<file path="src/rtl/fetch_core.sv">
// rv32i fetch front end: PC, one AXI4-Lite AR/R read per instruction, debug handshake port.
// 3 cycles/instruction with zero-wait memory; stalls in ADDR/DATA/DBG until the matching ready/valid.
module fetch_core #(
  parameter int XLEN      = 32,
  parameter int IMADDRLEN = 32,
  parameter int IMDATALEN = XLEN,
  parameter logic [XLEN-1:0] RESET_PC = '0
) (
  input  logic                 clk,
  input  logic                 rstn,
  output logic                 im_arvalid,
  input  logic                 im_arready,
  output logic [IMADDRLEN-1:0] im_araddr,
  input  logic                 im_rvalid,
  output logic                 im_rready,
  input  logic [IMDATALEN-1:0] im_rdata,
  output logic                 o_dbg_state_valid,
  input  logic                 i_dbg_state_ready,
  output logic [1:0]           o_dbg_state_data,
  output logic [IMDATALEN-1:0] o_dbg_instr_data,
  input  logic [XLEN-1:0]      i_dbg_imm_data,
  output logic [XLEN-1:0]      o_dbg_pc_data
);

  typedef enum logic [1:0] {
    IDLE = 2'd0,
    ADDR = 2'd1,
    DATA = 2'd2,
    DBG  = 2'd3
  } state_e;

  state_e                 state;
  logic [XLEN-1:0]        pc;
  logic [IMDATALEN-1:0]   instr;
  logic                   arvalid;
  logic                   rready;
  logic                   dbg_valid;

  // rstn is active-high despite its name; reset also drops rready so a pending R beat is lost
  always_ff @(posedge clk) begin
    if (rstn) begin
      state     <= IDLE;
      pc        <= RESET_PC;
      instr     <= '0;
      arvalid   <= 1'b0;
      rready    <= 1'b0;
      dbg_valid <= 1'b0;
    end else begin
      case (state)
        IDLE: begin
          arvalid <= 1'b1;
          state   <= ADDR;
        end
        ADDR: begin
          if (arvalid && im_arready) begin
            arvalid <= 1'b0;
            rready  <= 1'b1;
            state   <= DATA;
          end
        end
        DATA: begin
          if (rready && im_rvalid) begin
            instr     <= im_rdata;
            rready    <= 1'b0;
            dbg_valid <= 1'b1;
            state     <= DBG;
          end
        end
        DBG: begin
          if (dbg_valid && i_dbg_state_ready) begin
            pc        <= pc + i_dbg_imm_data;
            dbg_valid <= 1'b0;
            arvalid   <= 1'b1;
            state     <= ADDR;
          end
        end
        default: begin
          arvalid   <= 1'b0;
          rready    <= 1'b0;
          dbg_valid <= 1'b0;
          state     <= IDLE;
        end
      endcase
    end
  end

  assign im_arvalid        = arvalid;
  assign im_araddr         = pc[IMADDRLEN-1:0];
  assign im_rready         = rready;
  assign o_dbg_state_valid = dbg_valid;
  assign o_dbg_state_data  = state;
  assign o_dbg_instr_data  = instr;
  assign o_dbg_pc_data     = pc;

endmodule

</file>
<file path="config.mk">
export PLATFORM = sky130hd
export DESIGN_NAME = fetch_core
export DESIGN_NICKNAME = d
export VERILOG_FILES = /design/src/rtl/fetch_core.sv
export SDC_FILE = /design/constraint.sdc
export NUM_CORES = 1
export LEC_CHECK = 0
export CELL_PAD_IN_SITES_DETAIL_PLACEMENT = 0
export CELL_PAD_IN_SITES_GLOBAL_PLACEMENT = 1
export CORE_MARGIN = 8
export CORE_UTILIZATION = 28
export CTS_CLUSTER_DIAMETER = 200
export CTS_CLUSTER_SIZE = 20
export DETAILED_ROUTE_END_ITERATION = 10
export PLACE_DENSITY_LB_ADDON = 0.3
export SLEW_MARGIN = 40
export SYNTH_ARGS = -nofsm -noshare
export SYNTH_HDL_FRONTEND = slang
export SYNTH_SLANG_ARGS = --single-unit
</file>
<file path="constraint.sdc">
create_clock -name clk -period 2.71 [get_ports clk]
set_input_delay 0.542 -clock clk [delete_from_list [all_inputs] [get_ports clk]]
set_output_delay 0.542 -clock clk [all_outputs]
set_load 0.1 [all_outputs]
</file>
==> flow_summary.ini <==
[die]
core_um2 = 15660
fp.dieArea_um2 = 20090
die_width_um = 141.8
io_pins = 170
die_h_um = 141.8
initial_core_util_pct = 28.28
row_count = 46

[clock_network]
cts_inserted_buffers = 9
clock_sinks = 69
worstSkewPairLatency_ps = 340
cts_tree = built
h-tree-depth = 3
root_buffer = clkbuf_16
clk_pin_slew_worst_paths_ps = 70
clk_path_buf_depth = 2

[sta]
final_hold_viol_count = 0
max_freq_ghz = 0.3781
finalCritPeriodShare_pct = 97.59
clock-skew-final_ps = 6.701
rsz0062_at_grt = yes
slew_violations = 0
whs_ps = 453.7
finalSetupViolCount = 0
min_period_ps = 2645
worst_slew_pin_slew_ps = 379.8
max-slew-margin-rel_pct = 74.68
fin_tns_setup_ps = 0

[grt]
antenna_found_initial = 0
grt_pass1_vias = 4732
grt_first_pass_wirelength_um = 23740
grt_usage_pct = 14.63
grt_max_degree = 33
grt_overflow = 0

[synthesis]
synth_top_family_by_area = compound AO/OA/AOI/OAI gates
ys_warn_count = 0
async_flop_share_pct = 0
yosysSeqAreaShare_pct = 31.20
synth_edf_count = 0
synth_fa_ha_area_share_pct = 10.06
synthSimpleGateAreaFrac_pct = 19.41
postSynthAreaPerCell_um2 = 7.782
synth_cell_types = 59
synth-compound-area-share_pct = 23.76
netlist_area_um2 = 4428
mappedNetlistNets = 673
synthMuxAreaShare_pct = 0
ys_ff_latch = 69
netlist_instances = 569
synth_xor_area_share_pct = 5.340
yosys_most_used_dff = dfxtp_1

[worst_setup_path]
crit_fanout = 4
crit_required_ps = 2990
crit_buf_inv = 1
reg2reg_depth = 12
cp-end-kind = flop
crit_family = compound AO/OA/AOI/OAI gates
cpPeakStageDelay_ps = 330
crit_type = input pin to flop
setup.worst_path.start_class = input pin
worstPathArrival_ps = 2930
cpMaxStageDelayCell = o311a_1
cp_cell_sequence = dlygate4sd2_1, ha_4, a21oi_4, nand2_2, a31oi_4, o221ai_4, o311a_1, or2_4, a211oi_4, o211ai_1, a21o_1, a21oi_1
worst-path-stages = 12

[placement]
hpwlAfterDp_um = 11610
gp_congestion = 0.8088
port_buffers = 169
dp_cells = 975

[finish]
nets = 881
syn_to_final_growth_pct = 60.53
final_cells = 998
fillers = 1575
diodes = 0
drive_gt1_share_pct = 37.34

[detailed_routing]
drc = 0
drtIter0Drc = 176
wl_per_cell_um = 15.10
vias_per_cell = 4.661
first_pass_iters = 4
wirelength_um = 15070
num_vias = 4652
final_antenna_net_count = 0

[power_and_ir_drop]
p_seq_share_pct = 34.4
p_switching_w = 0.001177
swShare_pct = 37.12
p_per_area_nw_per_um2 = 446.0
pwr-share-clk_pct = 36.8
p_leak_nw = 3.119
comb_power_share_pct = 28.8
irDropWorstVdd_mv = 0.3322
p_int_w = 0.001993

[worst_hold_path]
hp-class = flop to flop
holdPathStages = 2

[run_status]
status = finished clean

[run]
drv_cap = 0
==> power groups by stage <==
stage	clock (W)	combinational [W]	sequential [W]
floorplan	0	0.000286	0.00144
global placement	0	0.000890	0.00111
detailed placement	0	0.000897	0.00111
CTS	0.00121	0.000911	0.00109
global route	0.00125	0.000976	0.00110
finish	0.00117	0.000913	0.00109
==> routing by layer <==
metal  up-vias  part of all wire, %  global-route usage [%]
li1       2337                    -                       -
met1      2180                   44                   17.27
met2       119                   49                   25.34
met3        16                  5.7                   3.562
met4         0                  1.4                   5.031
met5         -                    0                       0
==> metrics by stage <==
step	setup WS [ps]	total power [W]	cell area [µm²]	utilization, %
2_1_floorplan	-31.29	0.001721	4531	-
3_3_place_gp	-606.4	0.002002	6459	41.26
3_5_place_dp	-606.0	0.002012	6459	41.26
4_1_cts	0.06151	0.003217	6973	44.54
5_1_grt	-64.74	0.003328	7108	45.40
6_report	65.39	0.003170	7108	45.40
==> tightest hold or removal path, stage by stage (launching register included) <==
cell and delay, ps:
dfxtp_1 310, nand2_1 50, a21oi_1 50
==> area by class of cell <==
cell class / instances / area [µm²] / share of cell area, %
Timing Repair Buffer: 259 / 2107 / 29.64
Multi-Input combinational cell: 426 / 2957 / 41.59
Clock buffer: 9 / 225.2 / 3.168
Sequential cell: 69 / 1441 / 20.28
Inverter: 12 / 45.04 / 0.6337
Tap cell: 216 / 270.3 / 3.802
Clock inverter: 7 / 62.56 / 0.8801
==> cell families after synthesis <==
logic type / after synthesis
xor gates and xnor gates: 27
adders and majority gates: 35
buffers and inverters: 74
DFF: 69
and+or+nand+nor: 203
AOI/OAI and AO/OA: 161
==> layout by cell type, fill, tap and decap left out, types with 3 or more instances in the layout <==
cell             count
a21oi_4              3
dlygate4sd2_1        5
nand2_1            138
xnor2_1             19
clkdlybuf4s15_1      4
buf_6                3
inv_1               12
nor2_1              20
ha_4                15
a21oi_2              3
dlymetal6s2s_1       3
nand4_1              7
clkbuf_16            9
a21o_1              14
o21bai_1             8
nand3_1              9
dfxtp_4             11
a211oi_1             4
dfxtp_2             15
a21oi_1             85
nor2_2               5
xor2_1               8
inv_6                4
ha_1                19
o21ai_0             13
buf_4              188
clkdlybuf4s50_1     52
dfxtp_1             43
==> sequential cells by signal, summed over array words and instances (netlist names) <==
register           flops
o_dbg_state_data       2
im_rready              1
im_arvalid             1
im_araddr             32
o_dbg_state_valid      1
o_dbg_instr_data      32
==> cells in the mapped netlist, types with 2 or more instances <==
cell      instances  share of area, %
nand2_1         139                12
a21oi_1          90                10
dfxtp_1          69                31
ha_1             34               9.6
buf_4            33               5.6
nor2_1           25               2.1
clkbuf_1         20               1.7
xnor2_1          19               3.8
a21o_1           14               2.4
o21ai_0          14               1.6
inv_1            12               1.0
nand3_1          10               1.1
o21bai_1          8               1.4
xor2_1            8               1.6
nand4_1           7              0.99
a211oi_1          6               1.0
buf_6             5               1.3
nor2b_1           4              0.57
a21o_2            2              0.40
a22o_1            2              0.40
a22oi_1           2              0.34
a31oi_1           2              0.28
buf_1             2              0.17
nand2b_1          2              0.28
nor3_1            2              0.23
o21a_1            2              0.34
or2_2             2              0.28
or3_1             2              0.28
or4_1             2              0.34
==> path summary, 6_finish.rpt <==
| path | from | to | slack [ps] |
|---|---|---|---|
| worst max-delay path | i_dbg_imm_data[4] | im_araddr[31]$_SDFFE_PP0P_ | 70 |
| worst min-delay path | o_dbg_instr_data[30]$_SDFFE_PP0P_ | o_dbg_instr_data[30]$_SDFFE_PP0P_ | 450 |
| worst max register to register | im_araddr[0]$_SDFFE_PP0P_ | im_araddr[30]$_SDFFE_PP0P_ | 90 |
| worst min register to register | o_dbg_instr_data[30]$_SDFFE_PP0P_ | o_dbg_instr_data[30]$_SDFFE_PP0P_ | 450 |
==> repair_timing <==
item | in CTS | in global routing
resized for setup | 45 | 30
setup buffers | 5 | 2
hold endpoints to repair | 0 | 0
hold buffers | 0 | 0
cloned | 0 | 0
endpoints found under the setup margin | 13 | 11
pin swaps | 31 | 17
Note: power is estimated with default switching activity, not from simulation.
